==> src/rtl/uart_pkg.sv <==
// Shared UART definitions: FSM state codes, parity and word-length codes,
// and the word-length / parity helpers used by both the transmitter and receiver.
package uart_pkg;

  localparam logic [2:0] ST_IDLE   = 3'd0;
  localparam logic [2:0] ST_START  = 3'd1;
  localparam logic [2:0] ST_DATA   = 3'd2;
  localparam logic [2:0] ST_PARITY = 3'd3;
  localparam logic [2:0] ST_STOP   = 3'd4;

  localparam logic [1:0] PAR_NONE = 2'b00;
  localparam logic [1:0] PAR_ODD  = 2'b01;
  localparam logic [1:0] PAR_EVEN = 2'b10;

  localparam logic [3:0] WL5 = 4'b0101;
  localparam logic [3:0] WL6 = 4'b0110;
  localparam logic [3:0] WL7 = 4'b0111;
  localparam logic [3:0] WL8 = 4'b1000;

  // Unrecognised word-length codes fall back to 8 bits.
  function automatic logic [3:0] word_bits(input logic [3:0] code);
    case (code)
      WL5:     word_bits = 4'd5;
      WL6:     word_bits = 4'd6;
      WL7:     word_bits = 4'd7;
      WL8:     word_bits = 4'd8;
      default: word_bits = 4'd8;
    endcase
  endfunction

  function automatic logic [7:0] word_mask(input logic [3:0] code);
    case (code)
      WL5:     word_mask = 8'h1F;
      WL6:     word_mask = 8'h3F;
      WL7:     word_mask = 8'h7F;
      WL8:     word_mask = 8'hFF;
      default: word_mask = 8'hFF;
    endcase
  endfunction

  // Data must already be masked so unused bits count as zero.
  function automatic logic parity_bit(input logic [1:0] ptype, input logic [7:0] data);
    case (ptype)
      PAR_ODD:  parity_bit = ~^data;
      PAR_EVEN: parity_bit = ^data;
      default:  parity_bit = 1'b0;
    endcase
  endfunction

endpackage

==> src/rtl/tx_controller.sv <==
// UART transmitter: start bit, 5..8 data bits LSB first, optional parity, one stop bit;
// each bit held for BIT_CYCLES bclk cycles. Outputs are registered from the current state.
module tx_controller
  import uart_pkg::*;
#(
  parameter int unsigned BIT_CYCLES = 16
) (
  input  logic       bclk,
  input  logic       rstn,
  input  logic       tx_start,
  input  logic [7:0] din,
  input  logic [3:0] frame_size,
  input  logic [1:0] parity_type,
  output logic       tx,
  output logic       tx_busy,
  output logic       tx_done
);

  localparam int unsigned CW = (BIT_CYCLES > 1) ? $clog2(BIT_CYCLES) : 1;
  localparam logic [CW-1:0] CLK_LAST = CW'(BIT_CYCLES - 1);

  logic [2:0]    state_r;
  logic [2:0]    state_nxt_s;
  logic [CW-1:0] clk_cnt_r;
  logic [2:0]    bit_cnt_r;
  logic [3:0]    nbits_r;
  logic [1:0]    par_r;
  logic [7:0]    data_r;
  logic [7:0]    shift_r;
  logic          tx_r;
  logic          tx_busy_r;
  logic          tx_done_r;
  logic          tx_nxt_s;
  logic          bit_end_s;
  logic          last_bit_s;
  logic          par_en_s;
  logic          accept_s;

  assign bit_end_s  = (clk_cnt_r == CLK_LAST);
  assign last_bit_s = ({1'b0, bit_cnt_r} == (nbits_r - 4'd1));
  assign par_en_s   = (par_r == PAR_ODD) || (par_r == PAR_EVEN);
  assign accept_s   = (state_r == ST_IDLE) && tx_start;

  // Next-state decode for the frame sequencer.
  always_comb begin
    state_nxt_s = state_r;
    case (state_r)
      ST_IDLE: begin
        if (tx_start) state_nxt_s = ST_START;
        else          state_nxt_s = ST_IDLE;
      end
      ST_START: begin
        if (bit_end_s) state_nxt_s = ST_DATA;
        else           state_nxt_s = ST_START;
      end
      ST_DATA: begin
        if (bit_end_s && last_bit_s) state_nxt_s = par_en_s ? ST_PARITY : ST_STOP;
        else                         state_nxt_s = ST_DATA;
      end
      ST_PARITY: begin
        if (bit_end_s) state_nxt_s = ST_STOP;
        else           state_nxt_s = ST_PARITY;
      end
      ST_STOP: begin
        if (bit_end_s) state_nxt_s = ST_IDLE;
        else           state_nxt_s = ST_STOP;
      end
      default: state_nxt_s = ST_IDLE;
    endcase
  end

  // State register.
  always_ff @(posedge bclk or negedge rstn) begin
    if (!rstn) state_r <= ST_IDLE;
    else       state_r <= state_nxt_s;
  end

  // Cycle-within-bit counter; every state change lands on a bit boundary, so it restarts there.
  always_ff @(posedge bclk or negedge rstn) begin
    if (!rstn)                              clk_cnt_r <= '0;
    else if (state_r == ST_IDLE || bit_end_s) clk_cnt_r <= '0;
    else                                    clk_cnt_r <= clk_cnt_r + 1'b1;
  end

  // Data bit index, only advances inside DATA.
  always_ff @(posedge bclk or negedge rstn) begin
    if (!rstn) begin
      bit_cnt_r <= 3'd0;
    end else if (state_r != ST_DATA) begin
      bit_cnt_r <= 3'd0;
    end else if (bit_end_s) begin
      bit_cnt_r <= last_bit_s ? 3'd0 : bit_cnt_r + 3'd1;
    end else begin
      bit_cnt_r <= bit_cnt_r;
    end
  end

  // Shadow registers captured on acceptance; the shift copy drains LSB first.
  always_ff @(posedge bclk or negedge rstn) begin
    if (!rstn) begin
      data_r  <= 8'h00;
      shift_r <= 8'h00;
      nbits_r <= 4'd0;
      par_r   <= PAR_NONE;
    end else if (accept_s) begin
      data_r  <= din & word_mask(frame_size);
      shift_r <= din & word_mask(frame_size);
      nbits_r <= word_bits(frame_size);
      par_r   <= ((parity_type == PAR_ODD) || (parity_type == PAR_EVEN)) ? parity_type : PAR_NONE;
    end else if (state_r == ST_DATA && bit_end_s) begin
      shift_r <= {1'b0, shift_r[7:1]};
    end else begin
      shift_r <= shift_r;
    end
  end

  // Line level for the current state, registered below.
  always_comb begin
    tx_nxt_s = 1'b1;
    case (state_r)
      ST_IDLE:   tx_nxt_s = 1'b1;
      ST_START:  tx_nxt_s = 1'b0;
      ST_DATA:   tx_nxt_s = shift_r[0];
      ST_PARITY: tx_nxt_s = parity_bit(par_r, data_r);
      ST_STOP:   tx_nxt_s = 1'b1;
      default:   tx_nxt_s = 1'b1;
    endcase
  end

  // tx/busy lag the state by one cycle; done fires on the first cycle busy drops.
  always_ff @(posedge bclk or negedge rstn) begin
    if (!rstn) begin
      tx_r      <= 1'b1;
      tx_busy_r <= 1'b0;
      tx_done_r <= 1'b0;
    end else begin
      tx_r      <= tx_nxt_s;
      tx_busy_r <= (state_r != ST_IDLE);
      tx_done_r <= (state_r == ST_IDLE) && tx_busy_r;
    end
  end

  assign tx      = tx_r;
  assign tx_busy = tx_busy_r;
  assign tx_done = tx_done_r;

endmodule

==> config.mk <==
export PLATFORM = sky130hd
export DESIGN_NAME = tx_controller
export DESIGN_NICKNAME = d
export VERILOG_FILES = /design/src/rtl/uart_pkg.sv /design/src/rtl/tx_controller.sv
export SDC_FILE = /design/constraint.sdc
export NUM_CORES = 1
export LEC_CHECK = 0
export BUFFER_PORTS_ARGS = -buffer_cell sky130_fd_sc_hd__clkbuf_2
export CORE_MARGIN = 4
export CORE_UTILIZATION = 55
export CTS_BUF_LIST = sky130_fd_sc_hd__clkbuf_8 sky130_fd_sc_hd__clkbuf_16
export DETAILED_ROUTE_END_ITERATION = 10
export PLACE_DENSITY_LB_ADDON = 0.15
export SLEW_MARGIN = 20
export SYNTH_ARGS = -nofsm -noshare
export SYNTH_HDL_FRONTEND = slang
export SYNTH_SLANG_ARGS = --single-unit
==> constraint.sdc <==
create_clock -name bclk -period 1.7 [get_ports bclk]
set_input_delay 0.425 -clock bclk [delete_from_list [all_inputs] [get_ports bclk]]
set_output_delay 0.425 -clock bclk [all_outputs]
set_load 0.05 [all_outputs]
Word level (Yosys, flattened, before mapping)
Cells that the tools add are included.
{"block": "totals", "register_bits": 35, "inputBits": 17, "out_inout_bits": 3, "wordCells": 60}
{"block": "op_classes", "n_addsub": 3, "eq_ne": 14, "muxes": 19, "bitwise_logic": 1, "reduce_logical": 13}
{"operator": "$mux W8", "count": 3}
{"operator": "$pmux W8 S3", "count": 1}
{"operator": "$mux W3", "count": 7}
{"operator": "$pmux W3 S5", "count": 1}
{"operator": "$eq A4 B3 Y1 const B", "count": 3}
{"operator": "$pmux W4 S3", "count": 1}
{"operator": "$and A8 B8 Y8", "count": 1}
{"operator": "$reduce_xnor A8 Y1", "count": 1}
{"operator": "$reduce_xor A8 Y1", "count": 1}
{"operator": "$eq A3 B2 Y1 const B", "count": 2}
{"operator": "$add A4 B1 Y4 const B", "count": 1}
{"operator": "$eq A2 B1 Y1 const B", "count": 2}
{"operator": "$eq A2 B2 Y1 const B", "count": 2}
{"operator": "$eq A3 B4 Y1", "count": 1}
{"operator": "$eq A4 B4 Y1 const B", "count": 1}
{"operator": "$logic_and A1 B1 Y1", "count": 4}
{"operator": "$mux W2", "count": 2}
{"operator": "$mux W4", "count": 1}
{"operator": "$reduce_bool A2 Y1", "count": 2}
{"operator": "$sub A4 B1 Y4 const B", "count": 1}
{"operator": "$add A3 B1 Y3 const B", "count": 1}
{"operator": "$eq A3 B1 Y1 const B", "count": 1}
{"operator": "$eq A3 B3 Y1 const B", "count": 1}
{"operator": "$logic_not A3 Y1", "count": 1}
{"operator": "6 further kinds", "count": 8}

Longest topological paths before layout
{"block": "depth", "ltp_word": 5, "mapped_depth": 7, "mapped_depth_nobuf": 7}

Worst setup path before layout
OpenSTA, ideal clock, no wires.
{"block": "synth_timing", "kind": "register to register", "start": "register nbits_r[0]", "end": "register state_r[0]", "setup_ps": 101, "arrival_ps": 1402, "required_time_ps": 1599, "path_slack_ps": 197, "stages_incl_launch_ff": 7, "n_path_buf": 0, "synth_period_minus_slack_ps": 1503, "cell_sequence": "dfrtp_1 -> inv_1 -> ha_1 -> xor2_1 -> xnor2_1 -> nand3_2 -> o311ai_2"}
{"block": "synth_between", "elab_chain_len": 5}
{"item": "start: declaration", "line_no": "tx_controller.sv:26", "rtl": "logic [3:0] nbits_r;"}
{"item": "start signal: assignment", "line_no": "tx_controller.sv:108", "rtl": "nbits_r <= word_bits(frame_size);"}
{"item": "$sub A4 B1 Y4", "line_no": "tx_controller.sv:40", "rtl": "assign last_bit_s = ({1'b0, bit_cnt_r} == (nbits_r - 4'd1));"}
{"item": "$eq A3 B4 Y1", "line_no": "tx_controller.sv:40"}
{"item": "$logic_and A1 B1 Y1", "line_no": "tx_controller.sv:57", "rtl": "if (bit_end_s && last_bit_s) state_nxt_s = par_en_s ? ST_PARITY : ST_STOP;"}
{"item": "$mux W3", "line_no": "tx_controller.sv:57"}
{"item": "$pmux W3 S5", "line_no": "tx_controller.sv:47", "rtl": "case (state_r)"}
{"item": "named net state_nxt_s[0]", "line_no": "tx_controller.sv:23", "rtl": "logic [2:0] state_nxt_s;"}
{"item": "end signal: assignment", "line_no": "tx_controller.sv:75", "rtl": "else state_r <= state_nxt_s;"}
{"item": "end: declaration", "line_no": "tx_controller.sv:22", "rtl": "logic [2:0] state_r;"}
The timed path passes the listed nets, and every way through them passes these cells.
A chain may end at the register's enable or synchronous reset.

Final worst setup path
{"block": "layout_timing", "start": "register nbits_r[0]", "end": "register state_r[1]"}
Same word-level chain as after synthesis.

==> results.ini <==
[clock_network]
h-tree-depth=2
hold_buffers=0
cts_tree=built
clkTransAtPathRegs_ns=0.07
max-clock-path-buffers=2
cts_buffers=5
clock-sinks=35
clk_latency_ns=0.28
cts_root_buffer=clkbuf_8

[sta]
hold_viol_final=0
fin_crit_ns=1.60
fin_skew_ns=0.00243
slew_headroom_pct=71.0
period_share_pct=93.9
hold-worst-slack_ns=0.171
fmax_mhz=626
final_max_slew_viol_count=0
setup_viol=0
tightest_slew_ns=0.436

[global_routing]
grt_usage_pct=18.9
first_global_vias=1332
grt-ovfl-total=0
grt_pass1_wl_mm=5.90
antenna_found_initial=0
grt_max_degree=36

[final_layout]
nFillCells=224
register_area_sq_um=877
layout.nets=215
multi_input_area_sq_um=795
drive_gt1_share_pct=23.7
diodes=0
finalInstanceArea_sq_um=1980
fin_util_pct=69.3
synthToLayoutAreaGrowth_pct=16.2

[pwr]
ir_drop_uv=599
leakagePower_nw=0.970
p_per_area_nw_per_um2=768

[synth]
syn_inst=166
synth.area.top_cells=dfrtp_1 50%, nand2_1 7.1%, xnor2_1 5.7%
synth-main-ff-cell=dfrtp_1
synthArstFlopShare_pct=100
synth_xor_area_share_pct=7.72
syn-cell-area_sq_um=1700
syn_nets=188
synth_top_family_by_area=simple AND/OR/NAND/NOR gates
synth-simple-area-share_pct=19.3
yosysSeqAreaShare_pct=51.5
muxShareOfSynthArea_pct=4.71
ys_types=31
synth_commonest_cells=34 x dfrtp_1, 32 x nand2_1, 13 x o21ai_0
ys_ff_latch=35
synth_top_area_cell=dfrtp_1
yosysWarnings=0
synth-adder-area-share_pct=3.68
synth_most_common_cell=dfrtp_1
synth_enable_flop_cells=0
yosysTopAreaCellShare_pct=50.0
synth_compound_area_share_pct=9.34
avgSynthCellArea_sq_um=10.3

[route]
drtAntennaViolNets=0
wl_per_cell_um=14.1
vias=1236
drc=0
wl_mm=3.16
drt_first_pass_iters=4
dr.first_iter.drc_count=64
routed_via_density=5.49

[floorplanning]
core-area_sq_um=2850
die_y_um=63.6
die-area_sq_um=4050
pin_count=20
die_width_um=63.6
rows=19
initial_core_util_pct=59.6

[setup_path]
path_class=reg -> reg
critPathCapture=state_r[1]
rr_endpoint=state_r[1]
startpoint_type=register
startpoint=nbits_r[0]
r2r_slack_ns=0.10
critPathRequiredTime_ns=1.85
ff2ff_path_depth=7
cp_data_arrival_time_ns=1.75
endpoint_kind=register
cp_max_fo=4
r2r-start=nbits_r[0]

[placed_design]
gp_congestion=0.769
portBuffers=19
hpwlAfterDp_mm=2.29
placed_area_sq_um=1840

[min_path]
holdCritPathClass=in -> async

[run]
cap_violations=0

[outcome]
status=finished, final reports clean

==> logic make-up after synthesis <==
logic type               count (synthesis)
multiplexers                             8
XOR/XNOR                                15
AND/OR/NAND/NOR                         66
AO/OA/AOI/OAI                           25
flip-flops                              35
buffers and inverters                   12
adder cells (fa/ha/maj)                  5
==> area by class of cell <==
cell class | instances | share of cell area, %
Clock buffer | 7 | 4.87
Multi-Input combinational cell | 119 | 40.2
Clock inverter | 1 | 0.190
Sequential cell | 35 | 44.4
Inverter | 7 | 1.33
Tap cell | 31 | 1.96
Timing Repair Buffer | 25 | 7.09
==> cells in the final DEF, fill, tap and decap left out <==
master,n
nor2b_1,1
a41oi_2,1
nor3_2,1
a31oi_1,1
dfrtp_1,34
inv_1,8
and2_1,2
o21ai_0,13
mux2i_1,8
xor2_1,3
and3_1,1
xnor2_1,10
nand3b_1,4
nand2_1,32
a21o_2,1
xnor2_2,1
o211ai_1,1
ha_1,5
o21ai_1,2
nand3_2,2
clkbuf_8,7
nor3_4,1
a21oi_1,4
nor2_1,10
o311ai_2,1
dfstp_2,1
nor2_2,1
nand3_1,8
xor2_2,1
nand3_4,1
nand4b_1,1
and3_2,1
clkbuf_2,19
o41ai_2,1
buf_4,6
==> per-stage QoR <==
stage	worst slack, ns	instances	TNS (ns)	power, W
floorplan	0.197	166	0	0.000854
global route	-0.00797	225	-0.0107	0.00159
global placement	0.152	216	0	0.000891
finish	0.104	225	0	0.00152
detailed placement	0.0144	216	0	0.000893
CTS	0.00691	224	0	0.00154
==> routing by layer <==
layer | track usage, % | wire [um] | vias up
met1 | 24.0 | 1400 | 591
met3 | 6.75 | 174 | 4
li1 | - | - | 615
met4 | 7.01 | 38 | 0
met5 | 0 | 0 | -
met2 | 29.5 | 1560 | 26
==> registers in the layout (all words and copies together) (netlist names) <==
name       cells
clk_cnt_r      4
shift_r        8
tx_busy        1
tx_done        1
tx             1
data_r         8
bit_cnt_r      3
nbits_r        4
state_r        3
par_r          2
==> power by group <==
group	leakage, nW	internal, W	switching [W]
logic	0.485	0.0000175	0.0000257
clock network	0.0557	0.000363	0.000279
registers	0.429	0.000833	0
==> worst max-delay path, cell delays in order (launching register included) <==
cell     delay (ns)
dfrtp_1        0.40
inv_1          0.06
ha_1           0.30
xnor2_1        0.14
nor2_2         0.17
a41oi_2        0.17
o21ai_1        0.15
a21oi_1        0.09
==> worst min path at each step <==
| stage | start | to | slack [ns] | depth (start not counted) |
|---|---|---|---|---|
| floorplan | rstn | bit_cnt_r[0] | 0.13 | 0 |
| global placement | clk_cnt_r[0] | clk_cnt_r[0] | 0.44 | 1 |
| detailed placement | clk_cnt_r[0] | clk_cnt_r[0] | 0.45 | 1 |
| CTS | rstn | bit_cnt_r[1] | 0.18 | 2 |
| global route | rstn | data_r[0] | 0.20 | 2 |
| finish | rstn | bit_cnt_r[2] | 0.17 | 2 |
==> what timing repair did <==
action                                  in CTS  in global routing
buffers inserted                             0                  1
endpoints found under the setup margin       0                  7
resized for setup                            0                  5
Note: power is estimated with default switching activity, not from simulation.
